==> src/rtl/gray_input_capture.sv <==
// gray_input_capture
// Front end of the Gray-to-binary converter: synchronises the raw switch
// word, debounces it, and publishes one stable registered Gray word with a
// single-cycle update strobe. Committed transitions that flip more than one
// bit raise a sticky step error (the first commit after reset is exempt).
// WIDTH must be at least 2 and DEBOUNCE_CYCLES at least 1.

module gray_input_capture #(
  parameter int WIDTH           = 4,
  parameter int DEBOUNCE_CYCLES = 250000
) (
  input  logic             clk,
  input  logic             rst_n,
  input  logic [WIDTH-1:0] sw_gray_in,
  input  logic             err_clr,
  output logic [WIDTH-1:0] gray_out,
  output logic             gray_valid,
  output logic             step_err
);

  // Counter only has to reach DEBOUNCE_CYCLES-1; keep at least one bit.
  localparam int CNT_W = (DEBOUNCE_CYCLES > 1) ? $clog2(DEBOUNCE_CYCLES) : 1;
  localparam logic [CNT_W-1:0] CNT_LAST = CNT_W'(DEBOUNCE_CYCLES - 1);

  typedef enum logic {
    ST_STABLE,    // cand matches the committed word
    ST_SETTLING   // cand differs and is being qualified
  } state_e;

  logic [WIDTH-1:0] sync1_q, sync_q;
  logic [WIDTH-1:0] cand_q, cand_d;
  logic [CNT_W-1:0] cnt_q, cnt_d;
  logic [WIDTH-1:0] gray_out_q, gray_out_d;
  logic             gray_valid_q, gray_valid_d;
  logic             step_err_q, step_err_d;
  logic             first_done_q, first_done_d;
  state_e           state_q, state_d;

  // Number of bits that differ between two words.
  function automatic int unsigned popcount(input logic [WIDTH-1:0] v);
    int unsigned n;
    n = 0;
    for (int i = 0; i < WIDTH; i++) begin
      n += int'(v[i]);
    end
    return n;
  endfunction

  // Two-flop synchroniser; only sync_q is consumed downstream.
  // NOTE: sequential blocks use non-blocking (<=) so every flop samples the
  // pre-edge value of its source; blocking here would collapse the chain.
  // NOTE: reset is asynchronous (in the sensitivity list) so outputs clear
  // immediately, without needing a running clock.
  always_ff @(posedge clk or negedge rst_n) begin
    if (!rst_n) begin
      sync1_q <= '0;
      sync_q  <= '0;
    end else begin
      sync1_q <= sw_gray_in;
      sync_q  <= sync1_q;
    end
  end

  // Next-state logic: input change restarts qualification, otherwise count
  // in SETTLING and commit once the value has persisted long enough.
  always_comb begin
    // NOTE: every signal gets a default first so no path leaves it
    // unassigned, which would otherwise infer a latch.
    cand_d       = cand_q;
    cnt_d        = cnt_q;
    gray_out_d   = gray_out_q;
    gray_valid_d = 1'b0;
    step_err_d   = err_clr ? 1'b0 : step_err_q;
    first_done_d = first_done_q;
    state_d      = state_q;

    if (sync_q != cand_q) begin
      cand_d  = sync_q;
      cnt_d   = '0;
      state_d = (sync_q == gray_out_q) ? ST_STABLE : ST_SETTLING;
    end else if (state_q == ST_STABLE) begin
      cnt_d = '0;
    end else if (cnt_q == CNT_LAST) begin
      gray_out_d   = cand_q;
      gray_valid_d = 1'b1;
      cnt_d        = '0;
      state_d      = ST_STABLE;
      first_done_d = 1'b1;
      // Setting wins over a simultaneous err_clr.
      if (first_done_q && (popcount(cand_q ^ gray_out_q) > 1)) begin
        step_err_d = 1'b1;
      end
    end else begin
      cnt_d = cnt_q + CNT_W'(1);
    end
  end

  // Debounce state machine and registered outputs.
  always_ff @(posedge clk or negedge rst_n) begin
    if (!rst_n) begin
      cand_q       <= '0;
      cnt_q        <= '0;
      gray_out_q   <= '0;
      gray_valid_q <= 1'b0;
      step_err_q   <= 1'b0;
      first_done_q <= 1'b0;
      state_q      <= ST_STABLE;
    end else begin
      cand_q       <= cand_d;
      cnt_q        <= cnt_d;
      gray_out_q   <= gray_out_d;
      gray_valid_q <= gray_valid_d;
      step_err_q   <= step_err_d;
      first_done_q <= first_done_d;
      state_q      <= state_d;
    end
  end

  assign gray_out   = gray_out_q;
  assign gray_valid = gray_valid_q;
  assign step_err   = step_err_q;

endmodule

==> config.mk <==
export PLATFORM = sky130hd
export DESIGN_NAME = gray_input_capture
export DESIGN_NICKNAME = d
export VERILOG_FILES = /design/src/rtl/gray_input_capture.sv
export SDC_FILE = /design/constraint.sdc
export NUM_CORES = 1
export LEC_CHECK = 0
export BUFFER_PORTS_ARGS = -buffer_cell sky130_fd_sc_hd__clkbuf_2
export CAP_MARGIN = 10
export CELL_PAD_IN_SITES_DETAIL_PLACEMENT = 0
export CELL_PAD_IN_SITES_GLOBAL_PLACEMENT = 1
export CORE_ASPECT_RATIO = 0.8
export CORE_MARGIN = 2
export CORE_UTILIZATION = 45
export CTS_CLUSTER_DIAMETER = 200
export DETAILED_ROUTE_END_ITERATION = 7
export GPL_ROUTABILITY_DRIVEN = 0
export PLACE_DENSITY_LB_ADDON = 0.1
export SLEW_MARGIN = 10
export SYNTH_ARGS = -nofsm -noshare
export SYNTH_HDL_FRONTEND = slang
export SYNTH_SLANG_ARGS = --single-unit
==> constraint.sdc <==
create_clock -name clk -period 5.47 [get_ports clk]
set_input_delay 1.094 -clock clk [delete_from_list [all_inputs] [get_ports clk]]
set_output_delay 1.094 -clock clk [all_outputs]
set_load 0.01 [all_outputs]
After elaboration in Yosys (flattened, before gate mapping)
Cells that the tools add are included.

Input bits: 7. Bits in registers: 38. Logic and storage cells: 36.

Equality and inequality tests: 3. Magnitude comparators: 1. Add/sub/neg operators: 4. Bitwise gates (word level): 2. Reduce and logical (&&, ||, !) cells: 2. Multiplexer cells: 15.

Operators by type and width (count): $mux W18 (3); $add A18 B1 Y18 const B (1); $eq A18 B18 Y1 const B (1); $mux W1 (12); $add A3 B1 Y4 (1); $eq A4 B4 Y1 (1); $gt A4 B1 Y1 const B (1); $ne A4 B4 Y1 (1); $xor A4 B4 Y4 (1); $add A2 B1 Y3 (1); $reduce_and A3 Y1 (1); $add A1 B1 Y2 (1); $logic_and A1 B1 Y1 (1); $not A1 Y1 (1).

Logic depth before layout (Yosys ltp)
Depth in word-level cells: 10. Mapped depth: 6.

Worst setup path after synthesis
OpenSTA, ideal clock, no wires.

Kind: flip-flop to flip-flop. Start point: register cnt_q[0]. End point: register cnt_q[10]. Arrival time: 1.692 ns. Setup time: 0.119 ns. Stages on the path, launching flop included: 7. Data required time: 5.351 ns. Setup slack: 3.659 ns. Path buffers: 1. Cells stage by stage: dfrtp_1 ha_1 nand3_4 or3_2 o211ai_4 buf_6 nor2_1.

Longest elaborated chain between the ends: 4. Elaborated cells between the ends (all ways): 5. Those cells by class: add/sub (1); eq/ne (1); mux (3).

Ends and longest elaborated chain: from (decl) (line 32) `logic [CNT_W-1:0] cnt_q, cnt_d;`; from (signal assigned) (line 110) `cnt_q <= cnt_d;`; $add A18 B1 Y18 or $eq A18 B18 Y1 (tied branches) (line 94, 83); $mux W18 (*) (line 83) `end else if (cnt_q == CNT_LAST) begin`; $mux W18 (*) (line 81) `end else if (state_q == ST_STABLE) begin`; $mux W18 (*) (line 77) `if (sync_q != cand_q) begin`; net cnt_d[10] (line 32).

The timed path passes the listed nets; every way through them passes the cells marked *. A chain may end at the register's enable or synchronous reset.

Final worst setup path
Start point: register cnt_q[0]. End point: register cnt_q[14].

The elaborated chain is that of the path after synthesis.

==> flow_metrics.tcl <==
set metrics [dict create \
    status "complete, no violations" \
    synth_seq_cells 38 \
    cp-start-kind "flop" \
    fmax_ghz 0.478 \
    crit_fanout 18 \
    final-max-slew-violation-count 0 \
    numCtsBuffers 5 \
    fin_crit_sh_pct 38.2 \
    period_minus_slack_ns 2.09 \
    cts.clk_slew.worst_paths_ns 0.08 \
    gr-total-overflow 0 \
    ys_types 35 \
    multi_input_area_um2 709 \
    dp.cells 199 \
    cts.sinks 38 \
    grt_antenna_before_repair 0 \
    skew_ns 0.00314 \
    cts_root_buf "clkbuf_8" \
    synthArstFlopShare_pct 100 \
    syn_nets 158 \
    cts_tree "built" \
    drt-total-wl_um 2980 \
    synth_top_cell_area_share_pct 55.3 \
    powerDensity_nw_per_um2 285 \
    crit_family "simple AND/OR/NAND/NOR gates" \
    core_region_area_um2 3730 \
    max-cap-violations 0 \
    avgSynthCellArea_um2 11.5 \
    grt_max_degree 39 \
    syn_area_um2 1720 \
    cts_post_setup_buffers_inserted 0 \
    num_rows 20 \
    end_kind "flop" \
    leakagePower_nw 0.780 \
    dp_hpwl_um 2130 \
    slowest_delay_ns 0.53 \
    die_w_um 73.1 \
    h-tree-depth 2 \
    design_area_um2 1920 \
    synth_common_cells "dfrtp_1 (38), nor2_1 (16), xnor2_1 (14)" \
    setup_viol 0 \
    ir_drop_mv 0.158 \
    n_antenna_cell 0 \
    reg2reg_from "cnt_q[0]$_DFF_PN0_" \
    route.detailed.drc 0 \
    start_util_pct 46.1 \
    fin_cells 207 \
    first_iter_violations 33 \
    cts-hold-fix-buffers 0 \
    cp.required_ns 5.65 \
    min_from "sync1_q[0]$_DFF_PN0_" \
    synthFlopType "dfrtp_1" \
    worst_slew_pin_slew_ns 0.912 \
    vias 1043 \
    path_buf_inv 0 \
    drive_gt1_share_pct 20.9 \
    vias_per_cell 5.04 \
    grt_usage_pct 16.0 \
    tns_ns 0 \
    yosysWarnings 0 \
    avgRoutedWirePerCell_um 14.4 \
    postRouteAntennaNets 0 \
    rsz0062_at_grt "no" \
    startpoint "cnt_q[0]$_DFF_PN0_" \
    nNetsFinal 171 \
    crit_type "reg2reg" \
    synth_seq_area_share_pct 55.3 \
    port_buffers 12 \
    synth_edf_count 0 \
    die_h_um 59.3 \
    synth.largest_area_cell "dfrtp_1" \
    area_growth_pct 11.6 \
    cp_slowest_cell "or3_2" \
    hold_violations 0 \
    synth_area_leaders "dfrtp_1 (55%), xnor2_1 (7.1%), xor2_1 (5.1%), nor2_1 (3.5%), mux2_2 (2.6%)" \
    dieArea_um2 4340 \
    grt_pass1_vias 1041 \
    hold_path_class "reg2reg" \
    dr.pass1.iters 4 \
    clk_path_buf_depth 2 \
    relSlewSlack_pct 39.2 \
    fillCellCount 342 \
    pin_count 13 \
    synth_most_common_cell "dfrtp_1" \
    dpl-instance-area_um2 1810 \
    seq_area_um2 951 \
    clk-insertion-delay-late_ns 0.28 \
    cts_resized 0 \
    worstPathCellList "ha_1, nand3_4, or3_2, o211ai_4, o21ba_2" \
    arrival_ns 2.27 \
    synth_cells 149 \
    grt_pass1_wl_um 5040 \
]
## metrics by stage
step	hold WS, ns	setup WS (ns)	total power [mW]	utilization, %
6_report	0.350	3.38	0.546	51.5
5_1_grt	0.375	3.22	0.574	51.5
4_1_cts	0.353	3.34	0.556	51.5
3_5_place_dp	0.335	3.33	0.317	48.4
3_3_place_gp	0.332	3.40	0.316	48.4
2_1_floorplan	0.331	3.66	0.308	-
## per-layer routing
layer / GRT usage, % / wire length [um] / vias to the layer above
li1: - / - / 530
met1: 22.9 / 1600 / 495
met2: 22.5 / 1260 / 13
met3: 4.76 / 88 / 5
met4: 6.61 / 32 / 0
met5: 0 / 0 / -
## layout by cell type, fill, tap and decap left out, drive strengths merged
cell,count
a21oi,3
and2,1
and3,1
bufinv,1
clkbuf,17
clkinvlp,2
dfrtp,38
fa,1
ha,1
inv,8
mux2,4
nand2,7
nand2b,1
nand3,5
nand3b,1
nand4,3
nor2,16
nor3,4
nor4,8
nor4b,1
o211ai,1
o21a,1
o21ai,2
o21ba,1
o22ai,1
o31ai,3
or2,1
or3,3
or4,3
xnor2,14
xor2,10
## worst register-to-register path, stage by stage (launching register included)
cell	delay (ns)
dfrtp_1	0.39
ha_1	0.24
nand3_4	0.15
or3_2	0.53
o211ai_4	0.45
o21ba_2	0.23
## final timing paths
check | endpoint | slack (ns) | depth (start not counted)
hold / removal | sync_q[0]$_DFF_PN0_ | 0.35 | 0
max in group asynchronous | first_done_q$_DFFE_PN0P_ | 3.98 | 1
hold reg to reg | sync_q[0]$_DFF_PN0_ | 0.35 | 0
setup reg to reg | cnt_q[14]$_DFF_PN0_ | 3.38 | 5
min in group asynchronous | cnt_q[6]$_DFF_PN0_ | 0.93 | 1
setup / recovery | cnt_q[14]$_DFF_PN0_ | 3.38 | 5
## registers in the layout, indices dropped and copies added (netlist names)
register,flops
cnt_q,18
cand_q,4
gray_out,4
sync1_q,4
sync_q,4
first_done_q,1
gray_valid,1
state_q,1
step_err,1
## cell type report
| class | instances | area share (%) |
|---|---|---|
| multi-input combinational | 97 | 37.0 |
| clock buffer | 5 | 3.59 |
| inverter | 8 | 1.56 |
| sequential | 38 | 49.5 |
| timing repair buffer | 12 | 3.13 |
| tap | 44 | 2.87 |
| clock inverter | 3 | 2.35 |
## power breakdown
part / internal, mW / switching, mW / total [mW]
Sequential: 0.286 / 0.00509 / 0.291
Combinational: 0.00656 / 0.0129 / 0.0194
Clock: 0.136 / 0.100 / 0.236
Total: 0.428 / 0.118 / 0.546
## cells by family (layout without fill, tap and decap cells)
group | count (synthesis) | after routing | share of synthesized area (%)
flip-flops | 38 | 38 | 55.3
XOR/XNOR | 24 | 24 | 12.2
adder cells (fa/ha/maj) | 2 | 2 | 1.89
AND/OR/NAND/NOR | 55 | 55 | 18.9
multiplexers | 4 | 4 | 2.62
AO/OA/AOI/OAI | 12 | 12 | 5.60
buffers and inverters | 14 | 28 | 3.49
Note: power is estimated with default switching activity, not from simulation.
